## config.mk

```make
export PLATFORM = sky130hd
export DESIGN_NAME = cm3_mac_ahb_master
export DESIGN_NICKNAME = d
export VERILOG_FILES = /design/src/rtl/cm3_mac_ahb_master.sv
export SDC_FILE = /design/constraint.sdc
export NUM_CORES = 1
export LEC_CHECK = 0
export CAP_MARGIN = 20
export CORE_MARGIN = 1
export CORE_UTILIZATION = 30
export DETAILED_ROUTE_END_ITERATION = 10
export GPL_TIMING_DRIVEN = 0
export PLACE_DENSITY_LB_ADDON = 0.05
export SYNTH_ARGS = -nofsm -noshare
export SYNTH_HDL_FRONTEND = slang
export SYNTH_SLANG_ARGS = --single-unit
```

## constraint.sdc

```tcl
create_clock -name hclk -period 5.1 [get_ports hclk]
set_input_delay 1.02 -clock hclk [delete_from_list [all_inputs] [get_ports hclk]]
set_output_delay 1.02 -clock hclk [all_outputs]
set_load 0.01 [all_outputs]
```

## src/rtl/cm3_mac_ahb_master.sv

```systemverilog
// cm3_mac_ahb_master
// AHB-Lite single-transfer master that feeds a memory-mapped MAC peripheral.
// On start it streams len (A[i], B[i]) word pairs from memory into the MAC
// (data_a at +0x0, data_b at +0x4). It then reads the result at +0x8, which
// also clears the accumulator, and stores that result at dst.
//
// Ports
//   hclk, rst            clock, synchronous active-high reset
//   start                one-cycle job request, honoured only while idle
//   src_a, src_b         word-aligned bases of operand arrays A and B
//   mac_base, dst        MAC peripheral base, result store address
//   len                  number of element pairs (0 = just flush the result)
//   busy, done, error    job status; error is sticky until the next start
//   cycle_cnt            busy-cycle counter (optional, see below)
//   haddr..hwdata        AHB-Lite master outputs (SINGLE, word transfers only)
//   hrdata, hready, hresp AHB-Lite master inputs
//
// Optional feature: define CM3_MAC_MASTER_CYCLE_CNT_EN to build the saturating
// busy-cycle counter. Without it cycle_cnt is tied to zero.
module cm3_mac_ahb_master #(
  parameter int LEN_W  = 16,
  parameter int ADDR_W = 32
) (
  input  logic              hclk,
  input  logic              rst,
  input  logic              start,
  input  logic [ADDR_W-1:0] src_a,
  input  logic [ADDR_W-1:0] src_b,
  input  logic [ADDR_W-1:0] mac_base,
  input  logic [ADDR_W-1:0] dst,
  input  logic [LEN_W-1:0]  len,
  output logic              busy,
  output logic              done,
  output logic              error,
  output logic [31:0]       cycle_cnt,
  output logic [ADDR_W-1:0] haddr,
  output logic [1:0]        htrans,
  output logic              hwrite,
  output logic [2:0]        hsize,
  output logic [2:0]        hburst,
  output logic [31:0]       hwdata,
  input  logic [31:0]       hrdata,
  input  logic              hready,
  input  logic              hresp
);

  localparam logic [1:0] HTRANS_IDLE   = 2'b00;
  localparam logic [1:0] HTRANS_NONSEQ = 2'b10;

  // _A states are address phases, _D states are data phases.
  typedef enum logic [3:0] {
    S_IDLE, S_RA_A, S_RA_D, S_WA_A, S_WA_D, S_RB_A, S_RB_D,
    S_WB_A, S_WB_D, S_RR_A, S_RR_D, S_WR_A, S_WR_D, S_FIN
  } state_t;

  state_t            state_q, state_d;
  logic [ADDR_W-1:0] a_ptr_q, a_ptr_d;
  logic [ADDR_W-1:0] b_ptr_q, b_ptr_d;
  logic [ADDR_W-1:0] mac_q, mac_d;
  logic [ADDR_W-1:0] dst_q, dst_d;
  logic [LEN_W-1:0]  cnt_q, cnt_d;
  logic [31:0]       rdata_q, rdata_d;
  logic              error_q, error_d;

  assign hsize  = 3'b010;
  assign hburst = 3'b000;
  assign error  = error_q;

  always_comb begin
    state_d = state_q;
    a_ptr_d = a_ptr_q;
    b_ptr_d = b_ptr_q;
    mac_d   = mac_q;
    dst_d   = dst_q;
    cnt_d   = cnt_q;
    rdata_d = rdata_q;
    error_d = error_q;
    htrans  = HTRANS_IDLE;
    haddr   = '0;
    hwrite  = 1'b0;
    hwdata  = '0;
    busy    = 1'b1;
    done    = 1'b0;

    // In every data phase an ERROR response aborts the job at once; the FIN
    // cycle then overlaps the second ERROR cycle with htrans already IDLE.
    case (state_q)
      S_IDLE: begin
        busy = 1'b0;
        if (start) begin
          a_ptr_d = src_a;
          b_ptr_d = src_b;
          mac_d   = mac_base;
          dst_d   = dst;
          cnt_d   = len;
          error_d = 1'b0;
          state_d = (len == '0) ? S_RR_A : S_RA_A;
        end
      end
      S_RA_A: begin
        htrans = HTRANS_NONSEQ;
        haddr  = a_ptr_q;
        if (hready) state_d = S_RA_D;
      end
      S_RA_D: begin
        if (hresp) begin
          error_d = 1'b1;
          state_d = S_FIN;
        end else if (hready) begin
          rdata_d = hrdata;
          state_d = S_WA_A;
        end
      end
      S_WA_A: begin
        htrans = HTRANS_NONSEQ;
        haddr  = mac_q;
        hwrite = 1'b1;
        if (hready) state_d = S_WA_D;
      end
      S_WA_D: begin
        hwdata = rdata_q;
        if (hresp) begin
          error_d = 1'b1;
          state_d = S_FIN;
        end else if (hready) begin
          state_d = S_RB_A;
        end
      end
      S_RB_A: begin
        htrans = HTRANS_NONSEQ;
        haddr  = b_ptr_q;
        if (hready) state_d = S_RB_D;
      end
      S_RB_D: begin
        if (hresp) begin
          error_d = 1'b1;
          state_d = S_FIN;
        end else if (hready) begin
          rdata_d = hrdata;
          state_d = S_WB_A;
        end
      end
      S_WB_A: begin
        htrans = HTRANS_NONSEQ;
        haddr  = mac_q + ADDR_W'(4);
        hwrite = 1'b1;
        if (hready) state_d = S_WB_D;
      end
      S_WB_D: begin
        hwdata = rdata_q;
        if (hresp) begin
          error_d = 1'b1;
          state_d = S_FIN;
        end else if (hready) begin
          // Pointers wrap modulo 2^ADDR_W by construction.
          a_ptr_d = a_ptr_q + ADDR_W'(4);
          b_ptr_d = b_ptr_q + ADDR_W'(4);
          cnt_d   = cnt_q - LEN_W'(1);
          state_d = (cnt_q == LEN_W'(1)) ? S_RR_A : S_RA_A;
        end
      end
      S_RR_A: begin
        htrans = HTRANS_NONSEQ;
        haddr  = mac_q + ADDR_W'(8);
        if (hready) state_d = S_RR_D;
      end
      S_RR_D: begin
        if (hresp) begin
          error_d = 1'b1;
          state_d = S_FIN;
        end else if (hready) begin
          rdata_d = hrdata;
          state_d = S_WR_A;
        end
      end
      S_WR_A: begin
        htrans = HTRANS_NONSEQ;
        haddr  = dst_q;
        hwrite = 1'b1;
        if (hready) state_d = S_WR_D;
      end
      S_WR_D: begin
        hwdata = rdata_q;
        if (hresp) begin
          error_d = 1'b1;
          state_d = S_FIN;
        end else if (hready) begin
          state_d = S_FIN;
        end
      end
      S_FIN: begin
        busy    = 1'b0;
        done    = 1'b1;
        state_d = S_IDLE;
      end
      default: begin
        busy    = 1'b0;
        state_d = S_IDLE;
      end
    endcase
  end

  // Control state is reset; captured job parameters and read data are not,
  // since they are always loaded before use.
  always_ff @(posedge hclk) begin
    if (rst) begin
      state_q <= S_IDLE;
      error_q <= 1'b0;
    end else begin
      state_q <= state_d;
      error_q <= error_d;
    end
  end

  always_ff @(posedge hclk) begin
    a_ptr_q <= a_ptr_d;
    b_ptr_q <= b_ptr_d;
    mac_q   <= mac_d;
    dst_q   <= dst_d;
    cnt_q   <= cnt_d;
    rdata_q <= rdata_d;
  end

`ifdef CM3_MAC_MASTER_CYCLE_CNT_EN
  logic [31:0] cyc_q, cyc_d;

  always_comb begin
    cyc_d = cyc_q;
    if (state_q == S_IDLE && start) begin
      cyc_d = '0;
    end else if (busy && cyc_q != 32'hFFFF_FFFF) begin
      cyc_d = cyc_q + 32'd1;
    end
  end

  always_ff @(posedge hclk) begin
    if (rst) cyc_q <= '0;
    else     cyc_q <= cyc_d;
  end

  assign cycle_cnt = cyc_q;
`else
  assign cycle_cnt = '0;
`endif

endmodule

```

==> out/qor.txt, run 1 <==
=====================================================================================
Status                                                                   finished, final reports clean
Post-layout worst setup margin                                               0.235 ns
Fin. max-slew vios                                                                  0
Switching share of total power                                                  39.0%
# port buffers                                                                    249
Netlist Area Pre-Place                                                      10300 µm²
Maximum vdd drop                                                               274 µV
Average routed wire per standard cell                                         20.5 µm
Post-Place Worst Slack                                                       0.724 ns
Element type at the critical path end                                    primary output
Number of enable-type register cells in the synthesized netlist                   176
CORE AREA                                                                   33600 µm²
Switching power                                                               2.62 mW
Slew of the pin with the lowest slew margin                                   1.07 ns
Count of H-tree levels built during CTS                                             4
Share of the clock period used by the worst path                                95.4%
Number of library cell types mapped by synthesis                                   65
Unrepaired setup endpoints after global routing                                    no
Buffer count from post-CTS setup fixing                                             0
I/O pin count                                                                     289
CTS-repair resized insts                                                            0
Final estimated routing congestion in global placement                          0.884
Number of global-route vias before repair                                        8709
DRC violations left                                                                 0
Synth Flop Type                                                          sky130_fd_sc_hd__edfxtp_1
Most frequent standard cell in the layout excluding fill and tap cells   sky130_fd_sc_hd__clkdlybuf4s50_1
Drt first pass iters                                                                5
Pin count of the biggest net entering global routing                               65
Maximum clock frequency                                                       206 MHz
Die Outline Area                                                            34900 µm²
Hold/Removal Path Class                                                    reg -> reg
Area growth syn-to-layout                                                       37.5%
Number of warnings printed during yosys synthesis                                   0
Critical Path Fanout Max                                                            8
Final setup violation count                                                         0
Clock-pin transition on the worst setup and hold timing paths                 0.07 ns
Critical path arrival                                                         3.84 ns
CP startpoint kind                                                               flop
Detailed Route Iter0 Violations                                                   907
Worst skew pair latency                                                       0.45 ns
Sequential share of power                                                       39.7%
Remaining Overflow, GRT                                                             0
Net count, final                                                                 1477
Initial antenna violation count                                                     2
Internal power contribution                                                   4.09 mW
Per-cell via count in the routed design                                          5.13
Accumulated negative setup slack                                                 0 ns
Count of antenna-violating nets left after detailed routing                         0
Std-Cell Rows                                                                      67
Global-route wire length before repair                                       53400 µm
Fraction of layout cells with a size suffix above 1                             7.98%
FFs w/ async S/R, synth                                                            0%
Starting density of the core                                                    30.5%
Clock Tree Root                                                          sky130_fd_sc_hd__clkbuf_16
Die extent in x                                                                187 µm
Final routed wirelength across all metal layers                              35900 µm
Final core utilization                                                          41.9%
Gate count of the mapped netlist                                                  981
Total number of clock tree sinks                                                  181
Clock tree from TritonCTS                                                       built
Endpoints failing hold                                                              0
Clock buffer count from CTS                                                        17
Relative slew margins                                                           27.9%
Required time reported for the critical path endpoint                         4.08 ns
Worst-case clock buffer depth                                                       2
Top library cells by usage in the layout, fill and taps aside            sky130_fd_sc_hd__clkdlybuf4s50_1, sky130_fd_sc_hd__edfxtp_1, sky130_fd_sc_hd__nand2_1, sky130_fd_sc_hd__o21ai_0, sky130_fd_sc_hd__xnor2_1
Pwr dens                                                                   476 nW/µm²
Post-CTS Hold Buffers                                                               0
Pleak                                                                         4.87 nW
Clock share of power                                                            19.8%
Max-cap check violation count                                                       0
Final worst path period need                                                  4.86 ns
DIE HEIGHT                                                                     187 µm
DP Wirelength                                                                26900 µm
Post-Route Hold Slack                                                        0.545 ns
Total global-route track usage                                                  20.5%
Mapped Avg Cell Area                                                         10.5 µm²
Part of the Yosys area used for sequential elements                             52.5%
Synthesized flop and latch total                                                  181
Startpoint-to-endpoint class of the critical path                          reg -> out
Max Clock Skew                                                              0.0103 ns
Combinational fraction of design power                                          40.5%
Vias post-DR                                                                     8993
=====================================================================================
## flip-flops by register name, indices dropped and copies added, names as in the netlist
signal   count
a_ptr_q     32
b_ptr_q     32
dst_q       32
mac_q       32
rdata_q     32
cnt_q       16
state_q      4
error        1
## through the flow
stage / total power [mW] / instances / instance area (µm²)
floorplan: 4.02 / 1018 / 10400
global placement: 5.40 / 1715 / 13400
detailed placement: 5.42 / 1718 / 13500
CTS: 6.76 / 1750 / 14100
global route: 7.08 / 1751 / 14100
finish: 6.71 / 1753 / 14100
## synthesized netlist by cell type (all sizes together) (4+ instances only)
master / instances / area [µm²]
and2: 41 / 257
nor2: 42 / 158
xor2: 10 / 87.6
a41oi: 4 / 35.0
a21oi: 12 / 60.1
a22oi: 12 / 90.1
nand4: 25 / 181
and4: 4 / 35.0
nand3: 37 / 190
nor3: 30 / 150
o21ai: 99 / 507
and3: 4 / 25.0
o311ai: 11 / 96.4
nor4: 35 / 340
clkbuf: 39 / 146
o211ai: 13 / 97.6
edfxtp: 176 / 5290
nor2b: 5 / 31.3
dfxtp: 5 / 100
a222oi: 25 / 250
a31oi: 12 / 75.1
nand2: 128 / 480
buf: 58 / 388
xnor2: 64 / 561
ha: 6 / 75.1
or3: 6 / 37.5
or4: 8 / 67.6
inv: 28 / 105
## worst max-delay path: stages (launching register included)
cell	delay [ns]
sky130_fd_sc_hd__edfxtp_1	0.57
sky130_fd_sc_hd__ha_1	0.30
sky130_fd_sc_hd__nand4_1	0.31
sky130_fd_sc_hd__nor4_1	1.00
sky130_fd_sc_hd__nand3_1	0.14
sky130_fd_sc_hd__o311ai_0	0.44
sky130_fd_sc_hd__clkdlybuf4s50_1	0.62
## path summary, 6_finish.rpt
| check | startpoint | slack, ns | end | cells after the start |
|---|---|---|---|---|
| min reg2reg | error | 0.54 | error | 2 |
| max | mac_q[3] | 0.24 | haddr[31] | 6 |
| max reg2reg | state_q[0] | 1.95 | b_ptr_q[22] | 7 |
| min | error | 0.54 | error | 2 |
## cells by family after synthesis
kind of cell | after synthesis | share of synthesized area (%)
simple gates | 381 | 20.3
compound gates | 211 | 13.7
flops | 181 | 52.5
buf+inv | 125 | 6.23
xor+xnor | 74 | 6.32
fa+ha+maj | 6 | 0.732
other cells | 2 | 0.0732
mux | 1 | 0.0976
## cell type report
class	count	area, µm²
Multi-Input combinational cell	712	4380
Buffer	97	534
Clock buffer	18	429
Timing Repair Buffer	253	2560
Antenna cell	2	5.00
Clock inverter	14	135
Inverter	28	105
Sequential cell	181	5390
Tap cell	448	561
Fill cell	3293	19500
## power groups by stage
| stage | Clock, mW | Sequential, mW | Combinational [mW] |
|---|---|---|---|
| floorplan | 0 | 2.55 | 1.47 |
| global route | 1.40 | 2.71 | 2.97 |
| CTS | 1.35 | 2.66 | 2.75 |
| finish | 1.33 | 2.66 | 2.72 |
| detailed placement | 0 | 2.69 | 2.73 |
| global placement | 0 | 2.74 | 2.65 |
## metal layers
| layer | GRT usage, % | vias up | wire length [µm] |
|---|---|---|---|
| li1 | - | 4251 | - |
| met1 | 27.6 | 4377 | 16000 |
| met2 | 33.2 | 341 | 17000 |
| met3 | 4.84 | 24 | 2410 |
| met4 | 4.73 | 0 | 456 |
| met5 | 0 | - | 0 |
Power figures use the tool's default switching activity.
==> run 2: changes to the inputs <==
--- a/config.mk
+++ b/config.mk
@@ -7,10 +7,11 @@
 export LEC_CHECK = 0
 export CAP_MARGIN = 20
 export CORE_MARGIN = 1
-export CORE_UTILIZATION = 30
+export CORE_UTILIZATION = 44
 export DETAILED_ROUTE_END_ITERATION = 10
 export GPL_TIMING_DRIVEN = 0
 export PLACE_DENSITY_LB_ADDON = 0.05
 export SYNTH_ARGS = -nofsm -noshare
 export SYNTH_HDL_FRONTEND = slang
 export SYNTH_SLANG_ARGS = --single-unit
+export TNS_END_PERCENT = 5
==> run 2 against run 1 <==
Net effect: core utilization grew 19 points; combinational power shrank 3%; non-clock buffer count is the same; total power shrank 2.0%; setup slack gained 0.21 ns; register-to-register slack lost 0.15 ns; maximum frequency grew 4.6%.
==> out/qor.txt, run 2 (same netlist as run 1, synthesis figures left out) <==
=====================================================================================
Highest-delay cell along the critical path                               sky130_fd_sc_hd__clkdlybuf4s50_1   was sky130_fd_sc_hd__nor4_1
Max-cap check violation count                                                       0   unchanged
Top sig layer                                                                    met5   was met4
Worst-case clock buffer depth                                                       2   unchanged
Final routed wirelength across all metal layers                              32000 µm   was 35900 µm
I/O pin count                                                                     289   unchanged
Initial antenna violation count                                                     2   unchanged
DRC violations left                                                                 0   unchanged
Pwr dens                                                                   473 nW/µm²   was 476 nW/µm²
Starting density of the core                                                    45.0%   was 30.5%
Pleak                                                                         4.88 nW   was 4.87 nW
Net count, final                                                                 1477   unchanged
Cell family with the largest share of critical-path delay                simple AND/OR/NAND/NOR gates   unchanged
Drt first pass iters                                                               10   was 5
Accumulated negative setup slack                                                 0 ns   unchanged
Element type at the critical path end                                    primary output   unchanged
Final setup violation count                                                         0   unchanged
Startpoint-to-endpoint class of the critical path                          reg -> out   unchanged
Delay contributed by the slowest stage of the critical path                   0.61 ns   was 1.00 ns
Critical Path Fanout Max                                                            8   unchanged
Max Clock Skew                                                              0.0143 ns   was 0.0103 ns
Count of antenna-violating nets left after detailed routing                         0   unchanged
Ordered cell list for the critical path                                  ha_1 -> nand4_1 -> or3_1 -> nor4_1 -> nand2_1 -> o311ai_1 -> clkdlybuf4s50_1   was ha_1 -> nand4_1 -> nor4_1 -> nand3_1 -> o311ai_0 -> clkdlybuf4s50_1
Final estimated routing congestion in global placement                          0.917   was 0.884
Endpoints failing hold                                                              0   unchanged
Slew of the pin with the lowest slew margin                                   1.02 ns   was 1.07 ns
Clock buffer count from CTS                                                        17   unchanged
Fraction of layout cells with a size suffix above 1                             8.14%   was 7.98%
Std-Cell Rows                                                                      55   was 67
Unrepaired setup endpoints after global routing                                    no   unchanged
Die Outline Area                                                            23900 µm²   was 34900 µm²
Status                                                                   finished, final reports clean   unchanged
Top library cells by usage in the layout, fill and taps aside            sky130_fd_sc_hd__clkdlybuf4s50_1, sky130_fd_sc_hd__edfxtp_1, sky130_fd_sc_hd__nand2_1, sky130_fd_sc_hd__o21ai_0, sky130_fd_sc_hd__xnor2_1   unchanged
CP startpoint kind                                                               flop   unchanged
Average routed wire per standard cell                                         19.8 µm   was 20.5 µm
Power consumption                                                             6.58 mW   was 6.71 mW
Number of global-route vias before repair                                        8662   was 8709
Area growth syn-to-layout                                                       35.7%   was 37.5%
# port buffers                                                                    249   unchanged
Fin. max-slew vios                                                                  0   unchanged
Die extent in x                                                                155 µm   was 187 µm
Final worst path period need                                                  4.65 ns   was 4.86 ns
Most frequent standard cell in the layout excluding fill and tap cells   sky130_fd_sc_hd__clkdlybuf4s50_1   unchanged
Relative slew margins                                                           31.6%   was 27.9%
Global-route wire length before repair                                       48700 µm   was 53400 µm
Buffer count from post-CTS setup fixing                                             0   unchanged
Vias post-DR                                                                     8956   was 8993
Filler Cells Inserted                                                            1950   was 3293
Worst skew pair latency                                                       0.44 ns   was 0.45 ns
Share of the clock period used by the worst path                                91.2%   was 95.4%
Met1 routed wirelength after detailed routing                                12700 µm   was 16000 µm
Clock tree from TritonCTS                                                       built   unchanged
Per-cell via count in the routed design                                          5.54   was 5.13
Maximum vdd drop                                                               331 µV   was 274 µV
Detailed Route Iter0 Violations                                                  1005   was 907
Pin count of the biggest net entering global routing                               67   was 65
CORE AREA                                                                   22800 µm²   was 33600 µm²
Hold/Removal Path Class                                                    reg -> reg   unchanged
Clock Tree Root                                                          sky130_fd_sc_hd__clkbuf_16   unchanged
Maximum clock frequency                                                       215 MHz   was 206 MHz
DP Wirelength                                                                24000 µm   was 26900 µm
Total number of clock tree sinks                                                  181   unchanged
Post-CTS Hold Buffers                                                               0   unchanged
CTS-repair resized insts                                                            0   unchanged
Worst Path Buf+Inv                                                                  1   unchanged
Count of H-tree levels built during CTS                                             4   unchanged
Required time reported for the critical path endpoint                         4.08 ns   about the same
Total global-route track usage                                                  27.1%   was 20.5%
Remaining Overflow, GRT                                                             0   unchanged
Metal2 WL                                                                    15100 µm   was 17000 µm
Critical path arrival                                                         3.63 ns   was 3.84 ns
Clock-pin transition on the worst setup and hold timing paths                 0.07 ns   about the same
DIE HEIGHT                                                                     155 µm   was 187 µm
Met3 WL                                                                       3160 µm   was 2410 µm
=====================================================================================
-- run 2: cell types whose count changed in the layout (fill, tap and decap cells not counted), moves of 2 or more --
cell,previous run,this run
sky130_fd_sc_hd__buf_2,9,7
sky130_fd_sc_hd__bufinv_16,2,0
sky130_fd_sc_hd__clkinv_1,4,1
sky130_fd_sc_hd__clkinv_4,0,2
sky130_fd_sc_hd__clkinv_8,0,3
sky130_fd_sc_hd__clkinvlp_4,5,1
sky130_fd_sc_hd__inv_8,0,3
-- run 2: final timing paths --
check | endpoint | cells after the start | slack (ns) | start
hold / removal | error | 2 | 0.56 | error
setup / recovery | haddr[25] | 7 | 0.45 | mac_q[3]
setup reg to reg | a_ptr_q[19] | 6 | 1.80 | state_q[0]
hold reg to reg | error | 2 | 0.56 | error
-- run 2: worst register-to-register path, stage by stage (launching register included) --
cell and delay [ns]:
sky130_fd_sc_hd__dfxtp_1 0.30, sky130_fd_sc_hd__buf_2 0.17, sky130_fd_sc_hd__buf_1 0.24, sky130_fd_sc_hd__nor4_1 0.66, sky130_fd_sc_hd__and2_4 0.86, sky130_fd_sc_hd__a41o_4 0.35
sky130_fd_sc_hd__buf_16 0.34
-- run 2: cell type report --
class	count	area, µm²	share of cell area [%]
repair buffers	253	2550	18.3
clock inverters	14	143	1.02
flip-flops and latches	181	5390	38.7
multi-input cells	712	4380	31.5
diodes	1	2.50	0.0180
inverters	28	105	0.755
plain buffers	97	534	3.84
well taps	313	392	2.81
clock buffers	17	425	3.06
-- run 2: through the flow --
step           hold slack (ns)  worst slack, ns  instances  cell area [µm²]  utilization, %
6_report                 0.556            0.450       1616            13900            61.1
5_1_grt                  0.609            0.358       1615            13900            61.1
4_1_cts                  0.564            0.201       1614            13900            61.1
3_5_place_dp             0.528            0.688       1583            13300            58.6
3_3_place_gp             0.531            -1.91       1580            13300            58.3
2_1_floorplan            0.558            0.239       1018            10400               -
-- run 2: power by group --
group / internal (mW) / switching (mW) / total (mW)
Combinational: 1.11 / 1.51 / 2.63
Sequential: 2.25 / 0.412 / 2.66
Clock: 0.647 / 0.651 / 1.30
-- run 2: routing by layer --
layer / track usage [%] / up-vias
met3: 6.53 / 63
met1: 34.6 / 4183
li1: - / 4245
met4: 10.3 / 2
met5: 0 / -
met2: 44.4 / 463
==> run 3: changes to the inputs <==
--- a/config.mk
+++ b/config.mk
@@ -6,6 +6,7 @@
 export NUM_CORES = 1
 export LEC_CHECK = 0
 export CAP_MARGIN = 20
+export CORE_ASPECT_RATIO = 1.1
 export CORE_MARGIN = 1
 export CORE_UTILIZATION = 44
 export DETAILED_ROUTE_END_ITERATION = 10
==> run 3 against run 2 <==
Net effect: cell count decreased by 0.74%; largest cell class unchanged; maximum frequency decreased by 4.4%; highest routed layer is now met4; worst hold slack got worse by 0.015 ns; clock power increased by 10%; first-iteration DRC count decreased by 8.7%; global-route usage increased by 0.24 points; routed wire length increased by 2.5%; largest power group is now combinational cells; critical path depth decreased by 1; setup slack got worse by 0.21 ns.
==> out/qor.txt, run 3 (same netlist as run 1, synthesis figures left out) <==
=====================================================================================
Worst skew pair latency                                                       0.44 ns   about the same
Clock-pin transition on the worst setup and hold timing paths                 0.07 ns   about the same
Destination of the worst register-to-register timing path                  b_ptr_q[9]   was a_ptr_q[19]
Accumulated negative setup slack                                                 0 ns   unchanged
Inserted Diodes                                                                     0   was 1
Startpoint of the most critical register-to-register path                  state_q[0]   unchanged
Final Instance Count excl. Fillers                                               1604   was 1616
CTS-repair resized insts                                                            0   unchanged
Average routed wire per standard cell                                         20.5 µm   was 19.8 µm
Hold Path Origin                                                                error   unchanged
Pin count of the biggest net entering global routing                               65   was 67
Max Clock Skew                                                              0.0113 ns   was 0.0143 ns
Final routed wirelength across all metal layers                              32800 µm   was 32000 µm
Die extent in x                                                                148 µm   was 155 µm
Share of the clock period used by the worst path                                95.4%   was 91.2%
DP Wirelength                                                                24600 µm   was 24000 µm
Fin. max-slew vios                                                                  0   unchanged
Detailed Route Iter0 Violations                                                   918   was 1005
Cell total after placement                                                       1572   was 1583
Post-CTS Hold Buffers                                                               0   unchanged
Clock share of power                                                            21.2%   was 19.7%
Vias post-DR                                                                     9020   was 8956
Element type at the critical path end                                    primary output   unchanged
Top library cells by usage in the layout, fill and taps aside            sky130_fd_sc_hd__clkdlybuf4s50_1, sky130_fd_sc_hd__edfxtp_1, sky130_fd_sc_hd__nand2_1, sky130_fd_sc_hd__o21ai_0, sky130_fd_sc_hd__xnor2_1   unchanged
Slew of the pin with the lowest slew margin                                   1.07 ns   was 1.02 ns
Endpoint of the worst hold-timing path                                          error   unchanged
CP startpoint kind                                                               flop   unchanged
Reg2Reg Depth                                                                       7   was 6
Final estimated routing congestion in global placement                          0.909   was 0.917
Pwr dens                                                                   483 nW/µm²   was 473 nW/µm²
Internal power contribution                                                   4.17 mW   was 4.00 mW
Buffer count from post-CTS setup fixing                                             0   unchanged
Count of antenna-violating nets left after detailed routing                         0   unchanged
Per-cell via count in the routed design                                          5.62   was 5.54
Critical Path Fanout Max                                                            8   unchanged
I/O pin count                                                                     289   unchanged
Global-route wire length before repair                                       48900 µm   was 48700 µm
Maximum clock frequency                                                       206 MHz   was 215 MHz
Hold Path Cell Cnt                                                                  2   unchanged
Final setup violation count                                                         0   unchanged
Required time reported for the critical path endpoint                         4.08 ns   about the same
Startpoint-to-endpoint class of the critical path                          reg -> out   unchanged
Hold/Removal Path Class                                                    reg -> reg   unchanged
Worst-case clock buffer depth                                                       2   unchanged
Maximum vdd drop                                                               317 µV   was 331 µV
Clock tree from TritonCTS                                                       built   unchanged
Number of global-route vias before repair                                        8517   was 8662
Die Outline Area                                                            23900 µm²   about the same
Sequential share of power                                                       39.3%   was 40.4%
Starting density of the core                                                    44.9%   was 45.0%
Drt first pass iters                                                                8   was 10
Std-Cell Rows                                                                      58   was 55
Combinational fraction of design power                                          39.6%   was 39.9%
Total global-route track usage                                                  27.3%   was 27.1%
Final worst path period need                                                  4.86 ns   was 4.65 ns
Area growth syn-to-layout                                                       36.5%   was 35.7%
Critical path arrival                                                         3.84 ns   was 3.63 ns
Total number of clock tree sinks                                                  181   unchanged
Initial antenna violation count                                                     0   was 2
Status                                                                   finished, final reports clean   unchanged
Endpoints failing hold                                                              0   unchanged
DIE HEIGHT                                                                     162 µm   was 155 µm
Register-to-register path setup slack                                         1.78 ns   was 1.80 ns
Max-cap check violation count                                                       0   unchanged
Net count, final                                                                 1478   was 1477
Switching share of total power                                                  38.4%   was 39.2%
CORE AREA                                                                   22900 µm²   was 22800 µm²
Unrepaired setup endpoints after global routing                                    no   unchanged
Relative slew margins                                                           27.9%   was 31.6%
Clock buffer count from CTS                                                        17   unchanged
Fraction of layout cells with a size suffix above 1                             8.28%   was 8.14%
Post-route cell area                                                        14000 µm²   was 13900 µm²
Placement-stage cell area                                                   13400 µm²   was 13300 µm²
Switching power                                                               2.59 mW   was 2.58 mW
# port buffers                                                                    249   unchanged
DRC violations left                                                                 0   unchanged
Most frequent standard cell in the layout excluding fill and tap cells   sky130_fd_sc_hd__clkdlybuf4s50_1   unchanged
Remaining Overflow, GRT                                                             0   unchanged
Count of H-tree levels built during CTS                                             4   unchanged
Pleak                                                                         4.93 nW   was 4.88 nW
Final core utilization                                                          61.3%   was 61.1%
Clock Tree Root                                                          sky130_fd_sc_hd__clkbuf_16   unchanged
=====================================================================================
run 3: area by class of cell:
cell class / instances / area (µm²)
clock buffers: 17 / 425
clock inverters: 15 / 211
multi-input cells: 712 / 4380
repair buffers: 254 / 2580
fillers: 2007 / 8860
well taps: 300 / 375
inverters: 28 / 105
plain buffers: 97 / 534
flip-flops and latches: 181 / 5390
run 3: routing by layer:
layer	GRT usage, %	part of all wire (%)	vias up
li1	-	-	4260
met1	34.8	40	4241
met2	45.2	48	470
met3	5.81	8.9	49
met4	10.8	3.3	0
met5	0	0	-
run 3: power groups by stage:
stage / Clock [mW] / Combinational, mW / Sequential, mW
final: 1.43 / 2.68 / 2.66
after global routing: 1.49 / 2.90 / 2.70
after CTS: 1.44 / 2.68 / 2.65
after detailed placement: 0 / 2.66 / 2.67
after global placement: 0 / 2.58 / 2.72
after floorplan: 0 / 1.47 / 2.55
run 3: worst max-delay path, cell delays in order (launching register included):
cell                              delay (ns)
sky130_fd_sc_hd__edfxtp_1               0.59
sky130_fd_sc_hd__ha_1                   0.31
sky130_fd_sc_hd__nand4_1                0.32
sky130_fd_sc_hd__nor4_1                 1.00
sky130_fd_sc_hd__nand3_1                0.15
sky130_fd_sc_hd__o311ai_0               0.42
sky130_fd_sc_hd__clkdlybuf4s50_1        0.62
run 3: stage by stage:
step / worst slack (ns) / hold slack (ns) / power, mW
global route: 0.0943 / 0.624 / 7.09
finish: 0.236 / 0.541 / 6.76
floorplan: 0.239 / 0.558 / 4.02
CTS: 0.297 / 0.549 / 6.77
global placement: -1.99 / 0.532 / 5.29
detailed placement: 0.804 / 0.530 / 5.33
run 3: how the worst max path moves through the flow:
stage	from	end	slack [ns]	cells past startpoint
floorplan	state_q[0]	a_ptr_q[10]	0.24	5
global placement	state_q[0]	b_ptr_q[19]	-1.99	5
detailed placement	mac_q[3]	haddr[31]	0.80	6
CTS	mac_q[3]	haddr[31]	0.30	6
global route	mac_q[3]	haddr[31]	0.09	7
finish	mac_q[3]	haddr[31]	0.24	6
